<file path="src/rtl/sram_mem_ctrl_pkg.sv">
// ----------------------------------------------------------------------------
// sram_pkg
// Shared types and constants for the SRAM memory-stage controller.
//   state_t          : controller FSM state (IDLE/LOW/HIGH/DONE, 2-bit)
//   SRAM_DATA_W      : external SRAM data bus width (16)
//   DEF_SRAM_ADDR_W  : default SRAM halfword address width (18)
//   DEF_BASE_ADDR    : default CPU byte address mapped to SRAM word 0
//   DEF_WAIT_CYCLES  : default cycles per 16-bit SRAM phase
// ----------------------------------------------------------------------------
package sram_pkg;

    typedef enum logic [1:0] {
        IDLE = 2'd0,
        LOW  = 2'd1,
        HIGH = 2'd2,
        DONE = 2'd3
    } state_t;

    localparam int          SRAM_DATA_W     = 16;
    localparam int          DEF_SRAM_ADDR_W = 18;
    localparam logic [31:0] DEF_BASE_ADDR   = 32'd1024;
    localparam int          DEF_WAIT_CYCLES = 2;

endpackage

</file>
<file path="src/rtl/sram_mem_ctrl_wait_counter.sv">
// ----------------------------------------------------------------------------
// sram_wait_counter
// 4-bit cycle counter that times one SRAM access phase.
// Ports:
//   clk    : clock, rising edge
//   rst    : synchronous, active-high reset (count -> 0)
//   clear  : synchronous clear, wins over enable
//   enable : increment count this cycle
//   last   : count == WAIT_CYCLES-1 (final cycle of the phase)
// WAIT_CYCLES must lie in 1..15 so the final count fits in 4 bits.
// ----------------------------------------------------------------------------
module sram_wait_counter #(
    parameter int WAIT_CYCLES = 2
) (
    input  logic clk,
    input  logic rst,
    input  logic clear,
    input  logic enable,
    output logic last
);

    logic [3:0] count;

    // NOTE: sequential state is written with <= so every flop samples the
    // pre-edge values, independent of statement order.
    always_ff @(posedge clk) begin
        if (rst || clear) begin
            count <= '0;
        end else if (enable) begin
            count <= count + 4'd1;
        end
    end

    assign last = (count == 4'(WAIT_CYCLES - 1));

endmodule

</file>
<file path="src/rtl/sram_mem_ctrl.sv">
// ----------------------------------------------------------------------------
// sram_mem_ctrl
// Memory-stage controller: turns each 32-bit LDR/STR word access into two
// 16-bit SRAM accesses (low half, then high half), each WAIT_CYCLES long,
// and holds ready low for the whole access so the pipeline freezes.
// Ports:
//   clk, rst       : clock (rising edge), synchronous active-high reset
//   mem_read       : load request (held while ready=0)
//   mem_write      : store request (held while ready=0); wins over mem_read
//   address        : CPU byte address
//   write_data     : store data
//   read_data      : load result, changes only on loads
//   ready          : 0 = freeze pipeline
//   sram_addr      : SRAM halfword address {word, half}
//   sram_dq_out    : SRAM write data
//   sram_dq_in     : SRAM read data
//   sram_dq_oe     : 1 = controller drives DQ
//   sram_we_n      : active-low write enable
//   err            : misalignment pulse during DONE
// Build option: define SRAM_ERR_EN to reject accesses with address[1:0]!=0
// (no SRAM cycle, err=1 in DONE). Without it err is tied to 0.
// ----------------------------------------------------------------------------
module sram_mem_ctrl
    import sram_pkg::*;
#(
    parameter logic [31:0] BASE_ADDR   = DEF_BASE_ADDR,
    parameter int          WAIT_CYCLES = DEF_WAIT_CYCLES,
    parameter int          SRAM_ADDR_W = DEF_SRAM_ADDR_W
) (
    input  logic                   clk,
    input  logic                   rst,
    input  logic                   mem_read,
    input  logic                   mem_write,
    input  logic [31:0]            address,
    input  logic [31:0]            write_data,
    output logic [31:0]            read_data,
    output logic                   ready,
    output logic [SRAM_ADDR_W-1:0] sram_addr,
    output logic [SRAM_DATA_W-1:0] sram_dq_out,
    input  logic [SRAM_DATA_W-1:0] sram_dq_in,
    output logic                   sram_dq_oe,
    output logic                   sram_we_n,
    output logic                   err
);

    state_t state, state_next;

    logic                   req;
    logic                   misaligned;
    logic [31:0]            offset;
    logic [SRAM_ADDR_W-2:0] word_q;
    logic [31:0]            wdata_q;
    logic                   write_q;

    logic accept;
    logic capture_lo;
    logic capture_hi;
    logic cnt_clear;
    logic cnt_en;
    logic cnt_last;

    // Only the word-index bits of the offset reach the SRAM.
    logic unused_bits;
    assign unused_bits = ^{offset[31:SRAM_ADDR_W], offset[1:0], address[1:0]};

    assign req    = mem_read | mem_write;
    assign offset = address - BASE_ADDR;

`ifdef SRAM_ERR_EN
    assign misaligned = (address[1:0] != 2'b00);
`else
    assign misaligned = 1'b0;
`endif

    sram_wait_counter #(
        .WAIT_CYCLES(WAIT_CYCLES)
    ) u_wait_counter (
        .clk    (clk),
        .rst    (rst),
        .clear  (cnt_clear),
        .enable (cnt_en),
        .last   (cnt_last)
    );

    always_ff @(posedge clk) begin
        if (rst) begin
            state     <= IDLE;
            read_data <= '0;
            word_q    <= '0;
            wdata_q   <= '0;
            write_q   <= 1'b0;
        end else begin
            state <= state_next;
            if (accept) begin
                word_q  <= offset[SRAM_ADDR_W:2];
                wdata_q <= write_data;
                write_q <= mem_write;
            end
            if (capture_lo) read_data[15:0]  <= sram_dq_in;
            if (capture_hi) read_data[31:16] <= sram_dq_in;
        end
    end

`ifdef SRAM_ERR_EN
    // One-cycle pulse: set on the edge into DONE, cleared on the edge out.
    always_ff @(posedge clk) begin
        if (rst) begin
            err <= 1'b0;
        end else begin
            err <= accept && misaligned;
        end
    end
`else
    assign err = 1'b0;
`endif

    // NOTE: every signal assigned here gets a default first, so no path
    // leaves one unassigned and no latch is inferred.
    always_comb begin
        state_next  = state;
        ready       = 1'b0;
        accept      = 1'b0;
        capture_lo  = 1'b0;
        capture_hi  = 1'b0;
        cnt_clear   = 1'b0;
        cnt_en      = 1'b0;
        sram_addr   = '0;
        sram_dq_out = '0;
        sram_dq_oe  = 1'b0;
        sram_we_n   = 1'b1;

        case (state)
            IDLE: begin
                ready     = ~req;
                cnt_clear = 1'b1;
                if (req) begin
                    accept     = 1'b1;
                    state_next = misaligned ? DONE : LOW;
                end
            end
            LOW, HIGH: begin
                cnt_en    = 1'b1;
                sram_addr = {word_q, (state == HIGH)};
                if (write_q) begin
                    sram_dq_oe  = 1'b1;
                    sram_dq_out = (state == HIGH) ? wdata_q[31:16] : wdata_q[15:0];
                    // Release WE on the final cycle so data is held across
                    // its rising edge; a single-cycle phase cannot spare one.
                    sram_we_n   = cnt_last && (WAIT_CYCLES > 1);
                end
                if (cnt_last) begin
                    cnt_clear  = 1'b1;
                    capture_lo = ~write_q && (state == LOW);
                    capture_hi = ~write_q && (state == HIGH);
                    state_next = (state == HIGH) ? DONE : HIGH;
                end
            end
            DONE: begin
                ready      = 1'b1;
                state_next = IDLE;
            end
            default: begin
                state_next = IDLE;
            end
        endcase
    end

endmodule

</file>
<file path="config.mk">
export PLATFORM = sky130hd
export DESIGN_NAME = sram_mem_ctrl
export DESIGN_NICKNAME = d
export VERILOG_FILES = /design/src/rtl/sram_mem_ctrl_pkg.sv /design/src/rtl/sram_mem_ctrl_wait_counter.sv /design/src/rtl/sram_mem_ctrl.sv
export SDC_FILE = /design/constraint.sdc
export NUM_CORES = 1
export LEC_CHECK = 0
export ABC_AREA = 1
export ABC_CLOCK_PERIOD_IN_PS = 3400
export BUFFER_PORTS_ARGS = -buffer_cell sky130_fd_sc_hd__buf_4
export CORE_ASPECT_RATIO = 0.7
export CORE_MARGIN = 5
export CORE_UTILIZATION = 45
export DETAILED_ROUTE_END_ITERATION = 10
export PLACE_DENSITY = 0.79
export SYNTH_ARGS = -nofsm -noshare
export SYNTH_HDL_FRONTEND = slang
export SYNTH_SLANG_ARGS = --single-unit
</file>
<file path="constraint.sdc">
create_clock -name clk -period 3.4 [get_ports clk]
set_input_delay 0.51 -clock clk [delete_from_list [all_inputs] [get_ports clk]]
set_output_delay 0.51 -clock clk [all_outputs]
set_load 0.05 [all_outputs]
</file>
Yosys cells after proc, flatten, opt, wreduce, memory -nomap -nowiden
Index checks and enable logic that the tools add are counted.

storage, ports and cells
  output and inout port bits = 70
  input port bits = 84
  bits in registers = 88

operators by class
  reduce and logical (&&, ||, !) cells = 6
  $add $sub $neg = 2
  equality and inequality tests = 6
  bitwise gates (word level) = 3
  mux-type cells = 22

operators by type and width
  cell                                                                   count
  16-bit 2-to-1 mux                                                      3
  19-bit by 11-bit subtractor with 19-bit output, second input constant  1
  18-bit 2-to-1 mux                                                      1
  1-bit 2-to-1 mux                                                       13
  2-bit one-hot mux with 3 select lines                                  1
  4-bit by 1-bit adder with 4-bit output, second input constant          1
  2-bit equality test, second input constant                             2
  4-bit by 1-bit equality test with 1-bit output, second input constant  1
  2-bit 2-to-1 mux                                                       2
  2-bit != test, second input constant                                   2
  1-bit one-hot mux with 2 select lines                                  2
  2-bit by 1-bit equality test with 1-bit output, second input constant  1
  1-bit logical AND                                                      2
  2-bit zero test                                                        1
  1-bit inverter                                                         2
  2-bit AND reduction                                                    1
  2-bit OR reduction                                                     1
  1-bit logical OR                                                       1
  1-bit bitwise OR                                                       1

Longest topological paths before layout
  word-level depth = 4
  gate-level depth with buffers = 10
  gate-level depth less buffers = 9

Cells and area by module
Synthesis repeated with hierarchy kept, for this count alone.

unflattened totals
  cells, all modules = 548
  area, all modules = 3,788.6 µm²

by module, submodules not included
  module             times used  area each (µm²)  seq. area each (µm²)  cells each
  sram_mem_ctrl      1           3,598.5          1,681.6               523
  sram_wait_counter  1           190.2            80.1                  25

Worst setup path before layout
Ideal clock, no wire load.

  path type = reg2out
  start point = register state[0]
  end point = output port sram_dq_out[10]
  required time = 2.890 ns
  path buffers = 2
  path slack = 0.585 ns
  stages on the path, launching flop included = 7
  arrival = 2.305 ns
  path through = dfxtp_1 > inv_1 > ha_1 > buf_4 > nand2_1 > buf_2 > nor3_1

on the way
  cells in the longest elaborated chain, start to end = 4
  elaborated cells between the ends (all ways) = 6
  those cells by class = 2 x eq/ne; 3 x mux; 1 x reduce/logical

RTL lines
  element                 RTL line                                    text
  start, declared         sram_mem_ctrl.sv:46                         state_t state, state_next;
  start signal, assigned  sram_mem_ctrl.sv:93                         state <= state_next;
  2-bit equality test     sram_mem_ctrl.sv:132, sram_mem_ctrl.sv:146
  16-bit 2-to-1 mux       sram_mem_ctrl.sv:146                        sram_dq_out = (state == HIGH) ? wdata_q[31:16] : wdata_q[15:0];
  16-bit 2-to-1 mux       sram_mem_ctrl.sv:144                        if (write_q) begin
  16-bit 2-to-1 mux *     sram_mem_ctrl.sv:132                        case (state)
  end, declared           sram_mem_ctrl.sv:39                         output logic [SRAM_DATA_W-1:0] sram_dq_out,

Mark *: on every way between the ends. The rest lies on a longest branch, timed or not.

Worst setup path in the final report
  start point = register state[0]
  end point = output port sram_dq_out[8]

The elaborated chain is that of the path after synthesis.

==> results.py <==
metrics = {
    "critical_path": {
        "endpoint_kind": "primary output",
        "crit_required_ns": 2.89,
        "worstPathArrival_ns": 2.23,
        "crit_path_start_kind": "flop",
        "crit_type": "flop to primary output",
        "rrSetupSlack_ns": 1.41,
        "crit_fanout": 18,
        "r2r_cells": 9,
    },
    "global_routing": {
        "grt_max_degree": 78,
        "antenna_found_initial": 0,
        "grt_overflow": 0,
        "grt_first_pass_wirelength_um": 16900,
        "track_usage_pct": 19.6,
        "grt_pass1_vias": 3723,
    },
    "synth": {
        "synth-seq-cells": 88,
        "synth_edf_count": 0,
        "async_flop_share_pct": 0,
        "yosysWarnings": 0,
        "synth_nets": 648,
        "avgSynthCellArea_um2": 7.07,
        "yosys.cell_types.count": 28,
        "yosysSeqAreaShare_pct": 44.9,
        "synth-main-ff-cell": "dfxtp_1",
        "netlist_area_um2": 3920,
        "syn_inst": 555,
    },
    "clock_tree": {
        "clockRootBuffer": "clkbuf_16",
        "htree_levels": 3,
        "cts_sinks": 88,
        "hold_buffers": 0,
        "cts_buffers": 9,
        "clk_latency_ns": 0.33,
        "clock_path_buffers": 2,
        "cts_resized": 0,
        "cts_tree": "built",
        "cts_setup_buffers": 0,
        "clk_pin_slew_ns": 0.06,
    },
    "sta": {
        "fin_tns_setup_ns": 0,
        "whs_ns": 0.379,
        "maxSlewViolCount": 0,
        "fin_crit_sh_pct": 80.5,
        "rsz0062_at_grt": "no",
        "tightest_slew_ns": 0.999,
        "max_slew_margin_pct": 33.3,
        "finalSetupViolations": 0,
        "hold_viol_final": 0,
        "fin_crit_ns": 2.74,
        "setup_ws_ns": 0.663,
        "finalClockSkew_ns": 0.00784,
        "fmax_mhz": 365,
    },
    "min_path": {
        "hold_depth": 2,
        "hp-class": "primary input to flop",
    },
    "pwr": {
        "ir_drop_uv": 289,
        "p_total_mw": 2.84,
        "p_leak_nw": 2.61,
        "power.density_nw_per_um2": 543,
    },
    "outcome": {
        "status": "completed",
    },
    "die": {
        "core-area_um2": 8480,
        "start_util_pct": 46.3,
        "die_x_um": 122,
        "io_pins": 154,
        "dieArea_um2": 10700,
        "rows": 28,
        "fp.dieH_um": 88.1,
    },
    "placement": {
        "dp.cells": 786,
        "io_buffers": 137,
        "place_ws_ns": 1.06,
        "placement.cell_area_um2": 4920,
        "place.gp.congestion": 0.841,
        "dp_hpwl_um": 7560,
    },
    "drt": {
        "drc_errors": 0,
        "vias": 3789,
        "antenna_left": 0,
        "viasPerCell": 4.72,
        "finalWirelength_um": 10300,
        "dr.pass1.iters": 4,
        "drtIter0Drc": 200,
        "post_drt_wl_per_cell_um": 12.9,
    },
    "layout": {
        "drive_gt1_share_pct": 25.1,
        "design_area_um2": 5240,
        "area.growth.synth_to_final_pct": 33.5,
        "fillers": 780,
        "fin_nets": 770,
        "n_antenna_cell": 0,
        "fin_cells": 802,
        "final_core_util_pct": 61.8,
    },
    "job": {
        "cap_violations": 0,
    },
}
metal layers:
layer | share of wire [%] | global-route usage, %
met5 | 0 | 0
met4 | 0.88 | 4.88
met2 | 48 | 32.7
met1 | 44 | 25.3
met3 | 6.3 | 5.42
power breakdown:
part / internal (mW) / leakage (nW) / switching (mW)
Sequential: 1.13 / 0.723 / 0.0565
Clock: 0.629 / 0.155 / 0.394
Combinational: 0.217 / 1.73 / 0.413
cells in the mapped netlist (5+ instances only):
library cell	number	share of area, %
nor2_1	200	19
dfxtp_1	88	45
o21ai_0	68	8.7
inv_1	47	4.5
nand2_1	45	4.3
nor3_1	16	2.0
o21ai_1	13	1.7
clkbuf_1	12	1.1
nand3_1	11	1.4
ha_1	9	2.9
buf_6	7	2.0
a21oi_1	6	0.77
buf_2	5	0.64
buf_4	5	0.96
critical path, cell delays in order (launching register included):
cell and delay (ns):
dfxtp_1 0.41, inv_1 0.11, ha_1 0.20, buf_4 0.20, inv_1 0.39, nor2_1 0.08, nor3_1 0.24, buf_4 0.26
registers in the layout, indices dropped and copies added, names as in the netlist:
signal,cells
wdata_q,32
read_data,32
u_wait_counter.count,4
write_q,1
state,2
word_q,17
placed cells by master, fill, tap and decap left out:
| cell | Yosys | final |
|---|---|---|
| o21ai_0 | 68 | 68 |
| clkinv_4 | 0 | 1 |
| a21oi_1 | 6 | 6 |
| o21bai_1 | 1 | 1 |
| conb_1 | 1 | 1 |
| xor2_1 | 1 | 1 |
| buf_4 | 5 | 142 |
| nand3_4 | 2 | 2 |
| o21ai_1 | 13 | 13 |
| inv_4 | 2 | 2 |
| inv_1 | 47 | 47 |
| nand2_1 | 45 | 45 |
| nor2_1 | 200 | 200 |
| inv_2 | 2 | 2 |
| clkbuf_16 | 0 | 9 |
| dfxtp_1 | 88 | 88 |
| nand4_1 | 1 | 1 |
| xnor2_1 | 3 | 3 |
| a211oi_1 | 1 | 1 |
| nand2_2 | 3 | 3 |
| nand3_1 | 11 | 11 |
| clkinvlp_4 | 0 | 1 |
| ha_1 | 9 | 9 |
| clkinv_2 | 0 | 1 |
| inv_6 | 1 | 1 |
| nor2_2 | 3 | 3 |
| clkbuf_8 | 0 | 3 |
| bufinv_16 | 0 | 1 |
| nor3_1 | 16 | 16 |
cell families after synthesis:
group	share of synthesized area, %
AO/OA/AOI/OAI	11.5
XOR/XNOR	0.893
adder cells (fa/ha/maj)	2.87
buffers and inverters	10.9
flip-flops	44.9
other	0.0956
AND/OR/NAND/NOR	28.9
path summary, 6_finish.rpt:
path	startpoint	endpoint
max	state[0]$_SDFFE_PP0P_	sram_dq_out[8]
min	address[10]	word_q[8]$_SDFFE_PP0P_
max reg2reg	state[1]$_SDFFE_PP0P_	read_data[22]$_SDFFE_PP0P_
min reg2reg	read_data[3]$_SDFFE_PP0P_	read_data[3]$_SDFFE_PP0P_
layout make-up:
type | count | area [µm²] | area share (%)
clock buffer | 12 | 267 | 5.09
sequential | 88 | 1760 | 33.6
timing repair buffer | 142 | 1070 | 20.4
clock inverter | 4 | 51.3 | 0.980
multi-input combinational | 384 | 1740 | 33.1
inverter | 52 | 205 | 3.92
tap | 120 | 150 | 2.87
No activity file was read; power rests on OpenSTA's default activity.
